[src/rtl/garegga_sdram_responder.sv]
// -----------------------------------------------------------------------------
// garegga_sdram_responder
//
// Responder side of the Raizing four-bank SDRAM request protocol. It arbitrates
// bank read requests, bank-0 writes and ROM-loader writes onto one word-wide
// memory backend, and returns read data to the requesting bank as a burst of
// BURST words.
//
// Handshakes:
//   - BA_RD[b] / PROG_WE are levels held by the requester until BA_ACK[b] /
//     PROG_RDY. BA_ACK is a one-cycle pulse registered on the grant edge.
//   - MEM_RD / MEM_WE are one-cycle strobes. MEM_ADDR, MEM_DIN and MEM_MASK are
//     held until the backend answers with MEM_DV (one pulse per read word or
//     per write completion). MEM_DV outside a WAIT state is ignored.
//   - Per read word, DATA_READ updates with BA_DOK[b]; BA_DST[b] marks word 0
//     and BA_RDY[b] marks the last word (or bank-0 write completion).
//
// Ports:
//   CLK, RESET                      clock, async active-high reset
//   DOWNLOADING                     loader active: bank requests are not served
//   PROG_ADDR/DATA/MASK/BA/WE/RD    loader write port (PROG_RD ignored)
//   PROG_RDY                        loader write done pulse
//   BA0..BA3_ADDR, BA_RD, BA_WR     per-bank requests (BA_WR qualifies bank 0)
//   BA0_DIN, BA0_DIN_M              bank-0 write data / byte disable
//   BA_ACK, BA_DST, BA_DOK, BA_RDY  per-bank response strobes (one-hot or 0)
//   DATA_READ                       returned data word
//   MEM_ADDR/RD/WE/DIN/MASK         backend request ({bank, word} address)
//   MEM_DOUT, MEM_DV                backend response
// -----------------------------------------------------------------------------
module garegga_sdram_responder #(
  parameter int AW    = 22,
  parameter int DW    = 16,
  parameter int BURST = 2
) (
  input  logic          CLK,
  input  logic          RESET,
  input  logic          DOWNLOADING,
  input  logic [AW-1:0] PROG_ADDR,
  input  logic [DW-1:0] PROG_DATA,
  input  logic [1:0]    PROG_MASK,
  input  logic [1:0]    PROG_BA,
  input  logic          PROG_WE,
  input  logic          PROG_RD,
  output logic          PROG_RDY,
  input  logic [AW-1:0] BA0_ADDR,
  input  logic [AW-1:0] BA1_ADDR,
  input  logic [AW-1:0] BA2_ADDR,
  input  logic [AW-1:0] BA3_ADDR,
  input  logic [3:0]    BA_RD,
  input  logic          BA_WR,
  input  logic [DW-1:0] BA0_DIN,
  input  logic [1:0]    BA0_DIN_M,
  output logic [3:0]    BA_ACK,
  output logic [3:0]    BA_DST,
  output logic [3:0]    BA_DOK,
  output logic [3:0]    BA_RDY,
  output logic [DW-1:0] DATA_READ,
  output logic [AW+1:0] MEM_ADDR,
  output logic          MEM_RD,
  output logic          MEM_WE,
  output logic [DW-1:0] MEM_DIN,
  output logic [1:0]    MEM_MASK,
  input  logic [DW-1:0] MEM_DOUT,
  input  logic          MEM_DV
);

  typedef enum logic [2:0] {
    IDLE, P_ISSUE, P_WAIT, P_DONE, R_ISSUE, R_WAIT, W_ISSUE, W_WAIT
  } state_t;

  localparam logic [1:0] LAST_WORD = 2'(BURST - 1);

  state_t        state_q, state_d;
  logic [1:0]    ptr_q, ptr_d;
  logic [1:0]    bank_q, bank_d;
  logic [AW-1:0] addr_q, addr_d;
  logic [DW-1:0] din_q, din_d;
  logic [1:0]    mask_q, mask_d;
  logic [1:0]    cnt_q, cnt_d;
  logic [DW-1:0] dout_q, dout_d;
  logic [3:0]    ack_q, ack_d, dst_q, dst_d, dok_q, dok_d, rdy_q, rdy_d;

  logic          gnt_vld;
  logic [1:0]    gnt_bank;
  logic [1:0]    cand;
  logic [AW-1:0] gnt_addr;
  logic [3:0]    bank_oh;

  logic unused_prog_rd;
  assign unused_prog_rd = PROG_RD;

  assign bank_oh = 4'b0001 << bank_q;

  // Round-robin pick: scan from ptr_q upward; the candidate closest to the
  // pointer is assigned last and therefore wins.
  always_comb begin
    gnt_vld  = 1'b0;
    gnt_bank = ptr_q;
    cand     = '0;
    for (int i = 3; i >= 0; i--) begin
      cand = ptr_q + 2'(i);
      if (BA_RD[cand]) begin
        gnt_vld  = 1'b1;
        gnt_bank = cand;
      end
    end
  end

  always_comb begin
    gnt_addr = BA0_ADDR;
    case (gnt_bank)
      2'd1:    gnt_addr = BA1_ADDR;
      2'd2:    gnt_addr = BA2_ADDR;
      2'd3:    gnt_addr = BA3_ADDR;
      default: gnt_addr = BA0_ADDR;
    endcase
  end

  always_comb begin
    state_d = state_q;
    ptr_d   = ptr_q;
    bank_d  = bank_q;
    addr_d  = addr_q;
    din_d   = din_q;
    mask_d  = mask_q;
    cnt_d   = cnt_q;
    dout_d  = dout_q;
    ack_d   = '0;
    dst_d   = '0;
    dok_d   = '0;
    rdy_d   = '0;
    case (state_q)
      IDLE: begin
        // The loader always wins; bank requests wait for download to end.
        if (PROG_WE) begin
          bank_d  = PROG_BA;
          addr_d  = PROG_ADDR;
          din_d   = PROG_DATA;
          mask_d  = PROG_MASK;
          state_d = P_ISSUE;
        end else if (!DOWNLOADING && gnt_vld) begin
          ack_d   = 4'b0001 << gnt_bank;
          bank_d  = gnt_bank;
          ptr_d   = gnt_bank + 2'd1;
          cnt_d   = '0;
          addr_d  = gnt_addr;
          if (gnt_bank == 2'd0 && BA_WR) begin
            din_d   = BA0_DIN;
            mask_d  = BA0_DIN_M;
            state_d = W_ISSUE;
          end else begin
            state_d = R_ISSUE;
          end
        end
      end
      P_ISSUE: state_d = P_WAIT;
      P_WAIT:  if (MEM_DV) state_d = P_DONE;
      P_DONE:  state_d = IDLE;
      R_ISSUE: state_d = R_WAIT;
      R_WAIT: begin
        if (MEM_DV) begin
          dout_d = MEM_DOUT;
          dok_d  = bank_oh;
          if (cnt_q == 2'd0) dst_d = bank_oh;
          if (cnt_q == LAST_WORD) begin
            rdy_d   = bank_oh;
            state_d = IDLE;
          end else begin
            // Word address wraps inside the bank; the bank field is untouched.
            cnt_d   = cnt_q + 2'd1;
            addr_d  = addr_q + AW'(1);
            state_d = R_ISSUE;
          end
        end
      end
      W_ISSUE: state_d = W_WAIT;
      W_WAIT: begin
        if (MEM_DV) begin
          rdy_d   = bank_oh;
          state_d = IDLE;
        end
      end
      default: state_d = IDLE;
    endcase
  end

  always_ff @(posedge CLK or posedge RESET) begin
    if (RESET) begin
      state_q <= IDLE;
      ptr_q   <= '0;
      bank_q  <= '0;
      addr_q  <= '0;
      din_q   <= '0;
      mask_q  <= '0;
      cnt_q   <= '0;
      dout_q  <= '0;
      ack_q   <= '0;
      dst_q   <= '0;
      dok_q   <= '0;
      rdy_q   <= '0;
    end else begin
      state_q <= state_d;
      ptr_q   <= ptr_d;
      bank_q  <= bank_d;
      addr_q  <= addr_d;
      din_q   <= din_d;
      mask_q  <= mask_d;
      cnt_q   <= cnt_d;
      dout_q  <= dout_d;
      ack_q   <= ack_d;
      dst_q   <= dst_d;
      dok_q   <= dok_d;
      rdy_q   <= rdy_d;
    end
  end

  assign BA_ACK    = ack_q;
  assign BA_DST    = dst_q;
  assign BA_DOK    = dok_q;
  assign BA_RDY    = rdy_q;
  assign DATA_READ = dout_q;
  assign MEM_ADDR  = {bank_q, addr_q};
  assign MEM_RD    = (state_q == R_ISSUE);
  assign MEM_WE    = (state_q == W_ISSUE) || (state_q == P_ISSUE);
  assign MEM_DIN   = din_q;
  assign MEM_MASK  = mask_q;
  assign PROG_RDY  = (state_q == P_DONE);

endmodule

[config.mk]
export PLATFORM = sky130hd
export DESIGN_NAME = garegga_sdram_responder
export DESIGN_NICKNAME = d
export VERILOG_FILES = /design/src/rtl/garegga_sdram_responder.sv
export SDC_FILE = /design/constraint.sdc
export NUM_CORES = 1
export LEC_CHECK = 0
export ABC_CLOCK_PERIOD_IN_PS = 6300
export CORE_MARGIN = 2
export CORE_UTILIZATION = 44
export DETAILED_ROUTE_END_ITERATION = 10
export HOLD_SLACK_MARGIN = 0.15
export PLACE_DENSITY_LB_ADDON = 0.2
export SETUP_SLACK_MARGIN = 0.3
export SLEW_MARGIN = 15
export SYNTH_ARGS = -nofsm -noshare
export SYNTH_HDL_FRONTEND = slang
export SYNTH_SLANG_ARGS = --single-unit
[constraint.sdc]
create_clock -name CLK -period 6.3 [get_ports CLK]
set_clock_uncertainty 0.05 [all_clocks]
set_input_delay 0.63 -clock CLK [delete_from_list [all_inputs] [get_ports CLK]]
set_output_delay 0.63 -clock CLK [all_outputs]
set_load 0.05 [all_outputs]
Yosys cells after proc, flatten, opt, wreduce, memory -nomap -nowiden --
Cells that the tools add are included. W data, S select, Z words.
Storage, ports and cells: bits in registers 81, word-level logic and storage cells 114
Operators by class: add/subtract/negate cells 6, $lt $le $gt $ge 4, equality and inequality tests 18, shifts and indexed selects 2, muxes and demuxes 54, bitwise logic cells 1, reductions and logical operators 17
Operators with widths (count):
- $mux W22 | 4
- $pmux W22 S3 | 1
- $mux W16 | 3
- $pmux W22 S2 | 1
- $mux W4 | 10
- $mux W2 | 14
- $pmux W3 S8 | 1
- $add A22 B1 Y22 const B | 1
- $mux W3 | 6
- $eq A3 B3 Y1 const B | 4
- $lt A2 B3 Y1 const B | 4
- $ne A2 B2 Y1 const B | 6
- $bmux W1 S2 | 4
- $mux W1 | 8
- $pmux W4 S2 | 1
- $reduce_and A4 Y1 | 2
- $shl A1 B2 Y4 const A | 2
- $add A2 B1 Y2 const B | 3
- $eq A3 B2 Y1 const B | 2
- $reduce_and A3 Y1 | 2
- $reduce_bool A2 Y1 | 3
- $reduce_and A5 Y1 | 1
- $add A2 B2 Y2 const B | 2
- $eq A2 B1 Y1 const B | 2
- other kinds (11) | 15

Longest topological paths before layout --
Gate-level depths: netlist (run 1).
depth in word-level cells 13, gate-level depth with buffers 15, mapped depth without buffers 12

Least setup slack after synthesis (run 1) --
OpenSTA, ideal clock, no wires.
kind input to register, start point input BA_RD[0], end point register addr_q[3], data arrival time 2.661 ns, data required time 6.129 ns, setup slack 3.468 ns, stages on the path 12, path buffers 3, cell sequence buf_6 > nor2_1 > o21a_1 > o221ai_1 > ha_1 > or2_1 > buf_2 > buf_2 > a221o_1 > a21oi_1 > o32ai_1 > a22o_1
On the way: word-level cells in the longest chain between the ends 11
Ends and longest elaborated chain:
- start: declaration | RTL line 49 | input logic [3:0] BA_RD,
- $bmux W1 S2 | RTL line 102 | if (BA_RD[cand]) begin
- $mux W1 (implied by the code) | RTL line 102
- $mux W2 (4 in a row) | RTL line 102
- $eq A2 B2 Y1 / $eq A2 B1 Y1 (equally long branches) | RTL line 111 | case (gnt_bank)
- $pmux W22 S3 | RTL line 111
- $mux W22 | RTL line 141 | end else if (!DOWNLOADING && gnt_vld) begin
- $mux W22 | RTL line 135 | if (PROG_WE) begin
- $pmux W22 S2 | RTL line 132 | case (state_q)
- end signal: assignment | RTL line 205 | addr_q <= addr_d;
- end: declaration | RTL line 76 | logic [AW-1:0] addr_q, addr_d;
Parallel ways exist; a longest one is shown, timed or not. The select of a mux whose other input is x is not followed. A chain may end at the register's enable or synchronous reset.

Worst setup path in the final report (run 1) --
start point input BA_RD[0], end point register addr_q[13]
Same word-level chain as after synthesis.

==> results of run 1 <==
[worst min path at each step]
| stage | start | endpoint | slack [ns] |
|---|---|---|---|
| global placement | cnt_q[1] | cnt_q[1] | 0.42 |
| CTS | cnt_q[1] | cnt_q[1] | 0.44 |
| global route | cnt_q[1] | cnt_q[1] | 0.47 |
| floorplan | cnt_q[1] | cnt_q[1] | 0.40 |
| finish | cnt_q[1] | cnt_q[1] | 0.44 |
| detailed placement | cnt_q[1] | cnt_q[1] | 0.42 |
[sequential cells by signal, indices dropped and copies added, names as in the netlist, 3 cells and up]
name / cells
MEM_DIN: 16
DATA_READ: 16
BA_ACK: 4
BA_DOK: 4
state_q: 3
addr_q: 22
BA_DST: 4
BA_RDY: 4
[metal layers]
layer,global-route usage,routed length [um],vias up
met5,0,0,-
li1,-,-,2345
met4,0.0787,316,0
met3,0.0664,1830,28
met1,0.300,5900,2396
met2,0.448,7920,301
[cell type report]
class | instances | area share
Sequential cell | 81 | 0.265
Multi-Input combinational cell | 362 | 0.349
Timing Repair Buffer | 253 | 0.330
Clock buffer | 10 | 0.0180
Tap cell | 140 | 0.0229
Clock inverter | 5 | 0.00736
Inverter | 15 | 0.00753
[critical path: cells and delay by family]
kind / cells / cell delay (ns)
buffers and inverters: 1 / 0.64
AND/OR/NAND/NOR: 4 / 1.44
adder cells (fa/ha/maj): 1 / 0.42
AO/OA/AOI/OAI: 5 / 0.86
[where the power goes]
part / leakage [nW] / switching (mW) / internal, mW
Sequential: 0.995 / 0.217 / 0.728
Combinational: 2.00 / 1.35 / 0.833
Clock: 0.0981 / 0.180 / 0.191
Total: 3.09 / 1.75 / 1.75
[layout by cell type, fill, tap and decap left out, types with 3 or more instances in the layout]
cell type        count
nor2b_1              4
a21oi_1             37
o221ai_1            10
or3_1                3
a31oi_1              5
o21a_1               4
dfrtp_1             81
o21ai_0             32
o22ai_1              9
nand2b_1             7
nor2_1              29
and3_1              11
o31ai_1              4
o22a_1               3
a22o_1               3
a221o_1             19
mux2_2              42
clkinv_2             3
nand4_1              5
clkdlybuf4s50_1    249
nand2_1             31
a21o_1               3
o32a_1               3
buf_4                3
clkbuf_8            10
nor3_1              11
a211oi_1             4
inv_1               14
mux2_4              10
nand3_1             13
a221oi_1             5
ha_1                 6
o31a_1               4
[logic make-up (layout without fill, tap and decap cells)]
kind of cell | count (synthesis) | after routing
adder cells (fa/ha/maj) | 6 | 6
flip-flops | 81 | 81
AO/OA/AOI/OAI | 166 | 166
multiplexers | 52 | 52
buffers and inverters | 52 | 283
AND/OR/NAND/NOR | 138 | 138
[metrics by stage]
step | hold slack, ns | worst slack [ns] | area [um^2] | utilization | instances
final | 0.439 | 2.51 | 7640 | 0.702 | 866
after global routing | 0.467 | 2.32 | 7640 | 0.702 | 866
after CTS | 0.439 | 2.58 | 7640 | 0.702 | 866
after detailed placement | 0.423 | 2.24 | 7450 | 0.684 | 851
after global placement | 0.415 | 2.32 | 7450 | 0.684 | 851
after floorplan | 0.400 | 3.47 | 4940 | - | 495
==> results.sh, run 1 <==
export IMPL_status="finished, final reports clean"
export IMPL_synth_ff_type="dfrtp_1"
export IMPL_synth_edf_count=0
export IMPL_area_delta_synth_final_pct=54.7
export IMPL_final_net_count=903
export IMPL_crit_slowest_cell="clkdlybuf4s50_1"
export IMPL_finalSetupTns_ns=0
export IMPL_firstDrtPassIters=5
export IMPL_syn_area_um2=4940
export IMPL_cts_root_buffer="clkbuf_8"
export IMPL_yosysTopAreaCell="dfrtp_1"
export IMPL_synth_area_top_cells="dfrtp_1, mux2_2, a221o_1"
export IMPL_max_cap_viol_count=0
export IMPL_crit_start="BA_RD[0]"
export IMPL_fin_crit_ns=3.79
export IMPL_rsz0062_at_grt="false"
export IMPL_synth_simple_gate_area_frac=0.156
export IMPL_cts_max_level=3
export IMPL_path_clk_slew_ns=0.07
export IMPL_synth_distinct_cells=65
export IMPL_cts_buffers=9
export IMPL_rrSetupSlack_ns=2.94
export IMPL_power_density_nw_per_um2=458
export IMPL_drt_iter0_markers=310
export IMPL_ir_worst_vdd_mv=0.317
export IMPL_fin_crit_sh=0.601
export IMPL_synth_nets=676
export IMPL_cts_sinks=81
export IMPL_ys_seq_elements=81
export IMPL_hp_class="flip-flop to flip-flop"
export IMPL_yosysMostFrequentCell="dfrtp_1"
export IMPL_seqCellArea_um2=2030
export IMPL_hold_buffers=0
export IMPL_port_buffers=250
export IMPL_crit_type="primary input to flip-flop"
export IMPL_vias=5070
export IMPL_synth_top_area_share=0.410
export IMPL_postSynthCellCount=495
export IMPL_setup_viol=0
export IMPL_worst_path_max_fanout=17
export IMPL_grt_usage=0.253
export IMPL_die_area_um2=12100
export IMPL_boundaryPins=252
export IMPL_rows=38
export IMPL_drcViolationCount=0
export IMPL_hold_depth=2
export IMPL_hold_violations=0
export IMPL_diodes=0
export IMPL_synth_compound_area_frac=0.241
export IMPL_cts_resized=0
export IMPL_critPathLaunchType="primary input"
export IMPL_multi_input_area_um2=2670
export IMPL_r2r_start="ptr_q[1]"
export IMPL_grt_max_degree=82
export IMPL_relSlewSlack=0.330
export IMPL_synthAdderAreaFrac=0.0152
export IMPL_cp_data_arrival_time_ns=4.00
export IMPL_die_h_um=110
export IMPL_postCtsSetupRepairBufs=0
export IMPL_synth_mux_area_frac=0.126
export IMPL_yosysSeqAreaShare=0.410
export IMPL_crit_chain="clkdlybuf4s50_1 -> nor2_1 -> o21a_1 -> o221ai_1 -> ha_1 -> or2_1 -> nand2b_1 -> a221o_1 -> a21oi_1 -> or4_1 -> a21oi_1"
export IMPL_wl_um=16000
export IMPL_gp_congestion=0.861
export IMPL_cts_tree="built"
export IMPL_core_um2=10900
export IMPL_grt_pass1_wl_um=23700
export IMPL_vias_per_cell=5.85
export IMPL_ctsLongestPathBuffers=2
export IMPL_wl_per_cell_um=18.4
export IMPL_finalPower_mw=3.50
export IMPL_p_leak_nw=3.09
export IMPL_die_w_um=110
export IMPL_fill_cells=848
export IMPL_cp_required_ns=6.52
export IMPL_synth_common_cells="dfrtp_1, mux2_2, a21oi_1, o21ai_0, nand2_1"
export IMPL_initial_core_util=0.454
export IMPL_grt_overflow=0
export IMPL_grt_pass1_vias=4786
export IMPL_clock_latency_ns=0.34
export IMPL_slew_violations=0
export IMPL_layout_drive_gt1_share=0.121
export IMPL_synth_async_sr_flop_share=1.00
export IMPL_yosys_warnings=0
export IMPL_antenna_found_initial=0
export IMPL_tightest_slew_ns=1.01
export IMPL_dp_hpwl_um=12100
export IMPL_fmax_mhz=264
export IMPL_r2r_end="addr_q[13]"
export IMPL_avgSynthCellArea_um2=9.98
export IMPL_critPathMaxStageDelay_ns=0.64
export IMPL_ant_nets=0
export IMPL_crit_path_end="addr_q[13]"
export IMPL_worstSetupEndpointType="flip-flop"
export IMPL_r2r_cells=11
export IMPL_synth_top_family_by_area="compound AO/OA/AOI/OAI gates"
export IMPL_worst_path_most_repeated_cell="a21oi_1"
export IMPL_synth_xor_area_share=0
Note: power is estimated with default switching activity, not from simulation.
==> run 2, diff against run 1 <==
ABC_CLOCK_PERIOD_IN_PS = 3600   (was 6300)
CORE_UTILIZATION = 41   (was 44)
clock period = 3.6 ns   (was 6.3 ns; I/O delays follow)
==> run 2 against run 1 <==
Against the previous run: global-route usage down 0.40 points; worst setup slack worse by 1.9 ns; sequential share of layout area down 0.70 points; largest cell class unchanged; cell area up 2.7%; critical endpoint is now addr_q[0]; wire length up 2.7%; first-iteration DRC count up 6.5%.
==> results.sh, run 2 (synthesis results as in run 1) <==
export IMPL_fin_area_um2=7850
export IMPL_die_area_um2=12900
export IMPL_cts_buffers=9
export IMPL_setup_viol=0
export IMPL_path_clk_slew_ns=0.07
export IMPL_grt_pass1_vias=4987
export IMPL_firstDrtPassIters=5
export IMPL_crit_family="compound AO/OA/AOI/OAI gates"
export IMPL_die_h_um=114
export IMPL_crit_buf_inv=2
export IMPL_cts_resized=0
export IMPL_rows=40
export IMPL_layout_commonest_cell="clkdlybuf4s50_1"
export IMPL_hp_class="primary input to async pin"
export IMPL_port_buffers=250
export IMPL_core_um2=11900
export IMPL_fin_crit_sh=0.841
export IMPL_area_delta_synth_final_pct=58.9
export IMPL_fin_crit_ns=3.03
export IMPL_drt_iter0_markers=330
export IMPL_crit_chain="clkdlybuf4s50_1 -> nor2_1 -> o21a_1 -> o221ai_1 -> inv_1 -> ha_1 -> a221o_1 -> a21oi_1 -> nor3_1 -> a211o_1"
export IMPL_fmax_mhz=330
export IMPL_grt_usage=0.250
export IMPL_final_cell_mix="clkdlybuf4s50_1, dfrtp_1, mux2_2"
export IMPL_ctsLongestPathBuffers=2
export IMPL_ir_worst_vdd_mv=0.346
export IMPL_boundaryPins=252
export IMPL_layout_drive_gt1_share=0.133
export IMPL_wl_um=16400
export IMPL_cts_max_level=3
export IMPL_cts_sinks=81
export IMPL_tightest_slew_ns=0.988
export IMPL_initial_core_util=0.415
export IMPL_vias=5079
export IMPL_drcViolationCount=0
export IMPL_die_w_um=114
export IMPL_largest_register="addr_q"
export IMPL_finalSetupTns_ns=0
export IMPL_dp_hpwl_um=12700
export IMPL_grt_pass1_wl_um=25500
export IMPL_cp_required_ns=3.78
export IMPL_place_area_um2=7530
export IMPL_largest_reg_flops=22
export IMPL_diodes=0
export IMPL_fin_hold_ws_ns=0.340
export IMPL_critPathLaunchType="primary input"
export IMPL_hold_buffers=0
export IMPL_antenna_found_initial=0
export IMPL_power_density_nw_per_um2=830
export IMPL_worstSetupEndpointType="flip-flop"
export IMPL_relSlewSlack=0.341
export IMPL_cts_root_buffer="clkbuf_16"
export IMPL_slew_violations=0
export IMPL_ant_nets=0
export IMPL_cts_tree="built"
export IMPL_max_cap_viol_count=0
export IMPL_cp_data_arrival_time_ns=3.21
export IMPL_p_leak_nw=3.19
export IMPL_worst_path_max_fanout=23
export IMPL_crit_type="primary input to flip-flop"
export IMPL_final_net_count=912
export IMPL_rsz0062_at_grt="false"
export IMPL_grt_max_degree=34
export IMPL_critPathMaxStageDelay_ns=0.62
export IMPL_hold_violations=0
export IMPL_crit_slowest_cell="clkdlybuf4s50_1"
export IMPL_grt_overflow=0
export IMPL_status="finished, final reports clean"
export IMPL_vias_per_cell=5.75
export IMPL_clock_latency_ns=0.34
export IMPL_postCtsSetupRepairBufs=0
export IMPL_wl_per_cell_um=18.6
export IMPL_gp_congestion=0.814
==> run 2: path summary, 6_finish.rpt <==
kind | start | end | slack, ns | cells after the start
worst max-delay path | BA_RD[0] | addr_q[0] | 0.57 | 10
worst min-delay path | RESET | BA_DOK[1] | 0.34 | 2
worst max register to register | ptr_q[0] | addr_q[13] | 0.68 | 9
worst min register to register | cnt_q[1] | cnt_q[1] | 0.44 | 2
max in group asynchronous | RESET | MEM_MASK[0] | 2.40 | 3
min in group CLK | PROG_WE | addr_q[6] | 0.41 | 3
==> run 2: worst reg2reg max path: cells and delay by family, from the launching register on <==
kind	cells	cell delay, ns
AO/OA/AOI/OAI	5	0.87
adder cells (fa/ha/maj)	1	0.73
buffers and inverters	1	0.14
flip-flops	1	0.53
AND/OR/NAND/NOR	2	0.53
==> run 2: layer usage <==
layer | GRT usage | wire length, um | vias up
met1 | 0.308 | 6470 | 2429
li1 | - | - | 2361
met5 | 0 | 0 | -
met2 | 0.431 | 8030 | 265
met3 | 0.0563 | 1550 | 24
met4 | 0.0886 | 351 | 0
==> run 2: stage by stage <==
step | worst slack, ns | util | power, mW | instances
6_report | 0.571 | 0.659 | 6.52 | 883
2_1_floorplan | 1.04 | - | 4.20 | 495
3_5_place_dp | 0.221 | 0.632 | 5.52 | 867
4_1_cts | 0.583 | 0.659 | 6.53 | 883
5_1_grt | 0.354 | 0.659 | 6.86 | 883
3_3_place_gp | 0.307 | 0.632 | 5.44 | 867
==> run 2: where the power goes <==
group / switching (mW) / internal, mW
clock network: 0.389 / 0.612
logic: 2.36 / 1.49
registers: 0.386 / 1.28
total: 3.14 / 3.38
==> run 2: area by class of cell <==
class	count	area, um^2
fill	978	4060
multi-input combinational	362	2670
timing repair buffer	262	2590
sequential	81	2030
clock buffer	9	225
tap	147	184
clock inverter	7	100
inverter	15	57.6
